File: config.mk
export PLATFORM = sky130hd
export DESIGN_NAME = memory_arbiter
export DESIGN_NICKNAME = d
export VERILOG_FILES = /design/src/rtl/memory_arbiter.sv
export SDC_FILE = /design/constraint.sdc
export NUM_CORES = 1
export LEC_CHECK = 0
export CAP_MARGIN = 5
export CORE_UTILIZATION = 41
export CTS_CLUSTER_DIAMETER = 150
export CTS_CLUSTER_SIZE = 24
export DETAILED_ROUTE_END_ITERATION = 16
export PLACE_DENSITY_LB_ADDON = 0.12
export SLEW_MARGIN = 10
export SYNTH_ARGS = -nofsm -noshare
export SYNTH_HDL_FRONTEND = slang
export SYNTH_SLANG_ARGS = --single-unit
File: constraint.sdc
create_clock -name clock -period 1.9 [get_ports clock]
set_input_delay 0.38 -clock clock [delete_from_list [all_inputs] [get_ports clock]]
set_output_delay 0.38 -clock clock [all_outputs]
set_load 0.005 [all_outputs]
File: src/rtl/memory_arbiter.sv
// memory_arbiter: shares one word-addressed memory port between the CPU and the IOP.
// IOP has priority; a streak limit lets a waiting CPU win after MAX_IOP_BURST IOP grants.
module memory_arbiter #(
  parameter int unsigned MAX_IOP_BURST = 4,
  parameter int unsigned TIMEOUT       = 15
) (
  input  logic         clock,
  input  logic         reset,
  input  logic         cpu_req,
  input  logic         cpu_write,
  input  logic [15:31] cpu_addr,
  input  logic [0:31]  cpu_wdata,
  output logic         cpu_done,
  output logic         cpu_fault,
  output logic [0:31]  cpu_rdata,
  input  logic         iop_req,
  input  logic         iop_write,
  input  logic [15:31] iop_addr,
  input  logic [0:31]  iop_wdata,
  output logic         iop_done,
  output logic         iop_fault,
  output logic [0:31]  iop_rdata,
  output logic         mem_req,
  output logic         mem_write,
  output logic [15:31] mem_address,
  output logic [0:31]  mem_wdata,
  input  logic [0:31]  mem_rdata,
  input  logic         mem_ack,
  output logic         busy,
  output logic         owner
);

  localparam int unsigned SW = 4;
  localparam int unsigned TW = 8;

  typedef enum logic [1:0] {IDLE, BUSY, RESP} state_t;

  state_t        state;
  state_t        state_nxt;
  logic [SW-1:0] streak;
  logic [TW-1:0] tmo_cnt;
  logic          grant_c;
  logic          grant_iop_c;
  logic          ack_c;
  logic          expire_c;

  // State register
  always_ff @(posedge clock) begin
    if (reset) state <= IDLE;
    else       state <= state_nxt;
  end

  // Next state, winner selection and access termination
  always_comb begin
    state_nxt   = state;
    grant_c     = 1'b0;
    grant_iop_c = 1'b0;
    ack_c       = 1'b0;
    expire_c    = 1'b0;
    case (state)
      IDLE: begin
        if (cpu_req || iop_req) begin
          grant_c     = 1'b1;
          grant_iop_c = iop_req && !(cpu_req && (streak == SW'(MAX_IOP_BURST)));
          state_nxt   = BUSY;
        end
      end
      BUSY: begin
        // An ack on the final allowed cycle takes precedence over the timeout.
        if (mem_ack) begin
          ack_c     = 1'b1;
          state_nxt = RESP;
        end else if (tmo_cnt == TW'(TIMEOUT - 1)) begin
          expire_c  = 1'b1;
          state_nxt = RESP;
        end
      end
      RESP:    state_nxt = IDLE;
      default: state_nxt = IDLE;
    endcase
  end

  // Memory-side request, ownership, streak and timeout bookkeeping
  always_ff @(posedge clock) begin
    if (reset) begin
      mem_req     <= 1'b0;
      mem_write   <= 1'b0;
      mem_address <= '0;
      mem_wdata   <= '0;
      owner       <= 1'b0;
      busy        <= 1'b0;
      streak      <= '0;
      tmo_cnt     <= '0;
    end else begin
      busy <= (state_nxt != IDLE);
      if (grant_c) begin
        owner       <= grant_iop_c;
        mem_req     <= 1'b1;
        mem_write   <= grant_iop_c ? iop_write : cpu_write;
        mem_address <= grant_iop_c ? iop_addr  : cpu_addr;
        mem_wdata   <= grant_iop_c ? iop_wdata : cpu_wdata;
        tmo_cnt     <= '0;
        if (grant_iop_c && cpu_req) streak <= streak + SW'(1);
        else                        streak <= '0;
      end
      if (state == BUSY) begin
        if (ack_c || expire_c) mem_req <= 1'b0;
        else                   tmo_cnt <= tmo_cnt + TW'(1);
      end
    end
  end

  // Requester-side completion pulses and read data
  always_ff @(posedge clock) begin
    if (reset) begin
      cpu_done  <= 1'b0;
      cpu_fault <= 1'b0;
      cpu_rdata <= '0;
      iop_done  <= 1'b0;
      iop_fault <= 1'b0;
      iop_rdata <= '0;
    end else begin
      cpu_done  <= 1'b0;
      cpu_fault <= 1'b0;
      iop_done  <= 1'b0;
      iop_fault <= 1'b0;
      if (ack_c || expire_c) begin
        if (owner) begin
          iop_done  <= 1'b1;
          iop_fault <= expire_c;
        end else begin
          cpu_done  <= 1'b1;
          cpu_fault <= expire_c;
        end
      end
      if (ack_c && !mem_write) begin
        if (owner) iop_rdata <= mem_rdata;
        else       cpu_rdata <= mem_rdata;
      end
    end
  end

endmodule
==> results.json <==
{
  "dp.final_hpwl_microns": 11750,
  "ys.flop_type": "dfxtp_1",
  "setup_violations": 0,
  "cts-root-buf": "clkbuf_16",
  "period_needed_ns": 1.800,
  "cts.htree.levels": 4,
  "cts_made_buffers": 17,
  "io_buffers": 257,
  "cts_sinks": 135,
  "routabilityCongestion": 0.7598,
  "drv_slew": 0,
  "fin_crit_sh": 0.9476,
  "register_area_sq_mm": 0.002705,
  "powerDensity_mw_per_mm2": 870.9,
  "final-hold-violation-count": 0,
  "grt_pass1_vias": 5346,
  "outcome": "complete, no violations",
  "synthCells": 664,
  "utilization": 0.7011,
  "synth_edf_count": 0,
  "cts_resized": 2,
  "path_class": "reg2out",
  "min_path_type": "in2reg",
  "path_max_fanout": 6,
  "dieArea_sq_mm": 0.01347,
  "layout.nets": 1056,
  "finClkSkew_ns": 0.01855,
  "crit_arrival_ns": 1.42,
  "async_reset_ff_frac": 0,
  "synthToLayoutAreaGrowth_pct": 66.51,
  "cts_setup_buffers": 0,
  "routed_wl_microns": 16070,
  "rsz0062_at_grt": "no",
  "antenna_cells": 0,
  "seq_area_frac_synth": 0.5066,
  "multi_input_area_sq_mm": 0.002414,
  "path_buf_inv": 1,
  "worstSetupStartpoint": "mem_write$_SDFFE_PP0P_",
  "grt_usage": 0.2371,
  "ys_warn_count": 0,
  "cpLargestDelayFamily": "buffers and inverters",
  "rows": 41,
  "ir_drop_mv": 0.4581,
  "route.detailed.drc": 0,
  "fillers": 1025,
  "pin_count": 258,
  "p_total_mw": 7.737,
  "die_y_microns": 116.1,
  "drt_iter0_markers": 406,
  "relSlewSlack": 0.6888,
  "cts_tree": "yes",
  "worstPathCellList": "clkdlybuf4s50_1",
  "critPathSlowestCell": "clkdlybuf4s50_1",
  "grt_antenna_before_repair": 0,
  "r2r_slack_ns": 0.19,
  "drtAntennaViolNets": 0,
  "yosysUniqueCellTypes": 42,
  "first_pass_iters": 7,
  "holdBufCountCts": 0,
  "die_w_microns": 116.1,
  "grt_pass1_wl_microns": 24960,
  "timing.rr.end": "cpu_done$_SDFF_PP0_",
  "coreArea_sq_mm": 0.01267,
  "worst_slew_pin_slew_ns": 0.4617,
  "overflow": 0,
  "start_kind": "flip-flop",
  "syn_area_per_cell_sq_um": 8.035,
  "grt_max_degree": 80,
  "clk_path_buf_depth": 2,
  "r2r-start": "tmo_cnt[0]$_SDFF_PP0_",
  "worstRegToRegCells": 6,
  "syn-num-nets": 805,
  "drv_cap": 0,
  "crit_cells": 1,
  "static-leakage-power_nw": 3.256,
  "worstPathRequired_ns": 1.52,
  "vias": 5547,
  "syn_area_sq_mm": 0.005335,
  "critPathMaxStageDelay_ns": 0.58,
  "synth-seq-cells": 135,
  "crit_path_end_kind": "primary output",
  "drive_gt1_frac": 0.08836,
  "vias_per_cell": 5.043,
  "initial_core_util": 0.4211,
  "crit_path_end": "mem_write",
  "clk_pin_slew_ns": 0.06,
  "routedWlPerCell_microns": 14.61,
  "max_freq_ghz": 0.5554,
  "clock_latency_ns": 0.41
}
-- layout make-up --
| cell class | instances | area share |
|---|---|---|
| clock inverter | 14 | 0.01676 |
| tap | 172 | 0.02423 |
| clock buffer | 18 | 0.04944 |
| multi-input combinational | 471 | 0.2717 |
| sequential | 135 | 0.3045 |
| inverter | 5 | 0.002113 |
| timing repair buffer | 285 | 0.3313 |
-- worst reg2reg max path: cells and delay by family, from the launching register on --
kind,cells,cell delay [ns]
adder cells (fa/ha/maj),1,0.18
AO/OA/AOI/OAI,1,0.28
buffers and inverters,1,0.09
flip-flops,1,0.34
AND/OR/NAND/NOR,3,0.78
-- worst min path at each step --
stage                                           from                         end  cells past startpoint  slack [ns]
after detailed placement  cpu_rdata[18]$_SDFFE_PP0P_  cpu_rdata[18]$_SDFFE_PP0P_                      2        0.45
final                                          reset  mem_wdata[29]$_SDFFE_PP0P_                      2        0.20
after floorplan               streak[3]$_SDFFE_PP0P_      streak[3]$_SDFFE_PP0P_                      2        0.45
after global routing                           reset  mem_wdata[29]$_SDFFE_PP0P_                      2        0.19
after CTS                                      reset  mem_wdata[29]$_SDFFE_PP0P_                      2        0.18
after global placement    cpu_rdata[20]$_SDFFE_PP0P_  cpu_rdata[20]$_SDFFE_PP0P_                      2        0.44
-- synthesized netlist by cell type (2+ instances only) --
cell type	number	share of area
inv_1	4	0.0028
o21a_1	3	0.0042
buf_2	26	0.024
nor2_1	55	0.039
and4bb_2	2	0.0047
ha_1	4	0.0094
and2_1	2	0.0023
a21oi_1	74	0.069
dfxtp_1	135	0.51
a311oi_1	50	0.082
or3_1	2	0.0023
xor2_1	2	0.0033
nand2_1	233	0.16
o211ai_1	2	0.0028
or2_2	2	0.0023
nor3_1	4	0.0038
nor2b_1	2	0.0023
clkbuf_1	27	0.019
nand3_1	12	0.011
-- metrics by stage --
step	TNS [ns]	setup WS, ns	cells	instance area [sq um]	hold WS, ns
floorplan	0	0.3340	664	5335	0.4485
global placement	-1.375	-0.03869	1068	8293	0.4416
finish	0	0.09954	1100	8884	0.1995
detailed placement	-3.180	-0.08040	1068	8293	0.4488
global route	0	0.03942	1100	8884	0.1914
CTS	0	0.05402	1100	8884	0.1809
-- sequential cells by signal, indices dropped and copies added (netlist names), 2 cells and up --
register and count:
streak 4, state 2, tmo_cnt 8, mem_wdata 32, mem_address 17, iop_rdata 32
cpu_rdata 32
-- report_power, final --
group	internal, mW	switching (mW)	total (mW)
registers	3.01	0.107	3.12
clock network	1.97	1.26	3.23
logic	0.810	0.575	1.39
-- kinds of logic after synthesis --
group | synth area share
AO/OA/AOI/OAI | 0.1724
XOR/XNOR | 0.003284
adder cells (fa/ha/maj) | 0.009381
buffers and inverters | 0.04690
flip-flops | 0.5066
AND/OR/NAND/NOR | 0.2615
-- placed cells by master, fill, tap and decap left out, types with 3 or more instances in the layout --
cell type,n
nand3_1,11
nand2_1,233
inv_1,4
nor3_1,4
clkinvlp_4,4
nor2_1,55
a21oi_1,74
clkinv_2,3
ha_1,4
buf_12,13
clkbuf_16,17
clkdlybuf4s50_1,256
a311oi_1,50
buf_4,16
dfxtp_1,133
inv_6,3
-- routing by layer --
layer	wire length (microns)	global-route usage	vias up	share of wire
li1	-	-	2751	-
met1	6528	0.2655	2556	0.41
met2	8060	0.4242	224	0.50
met3	1292	0.07479	16	0.080
met4	190	0.07949	0	0.012
met5	0	0	-	0
No activity file was read; power rests on OpenSTA's default activity.
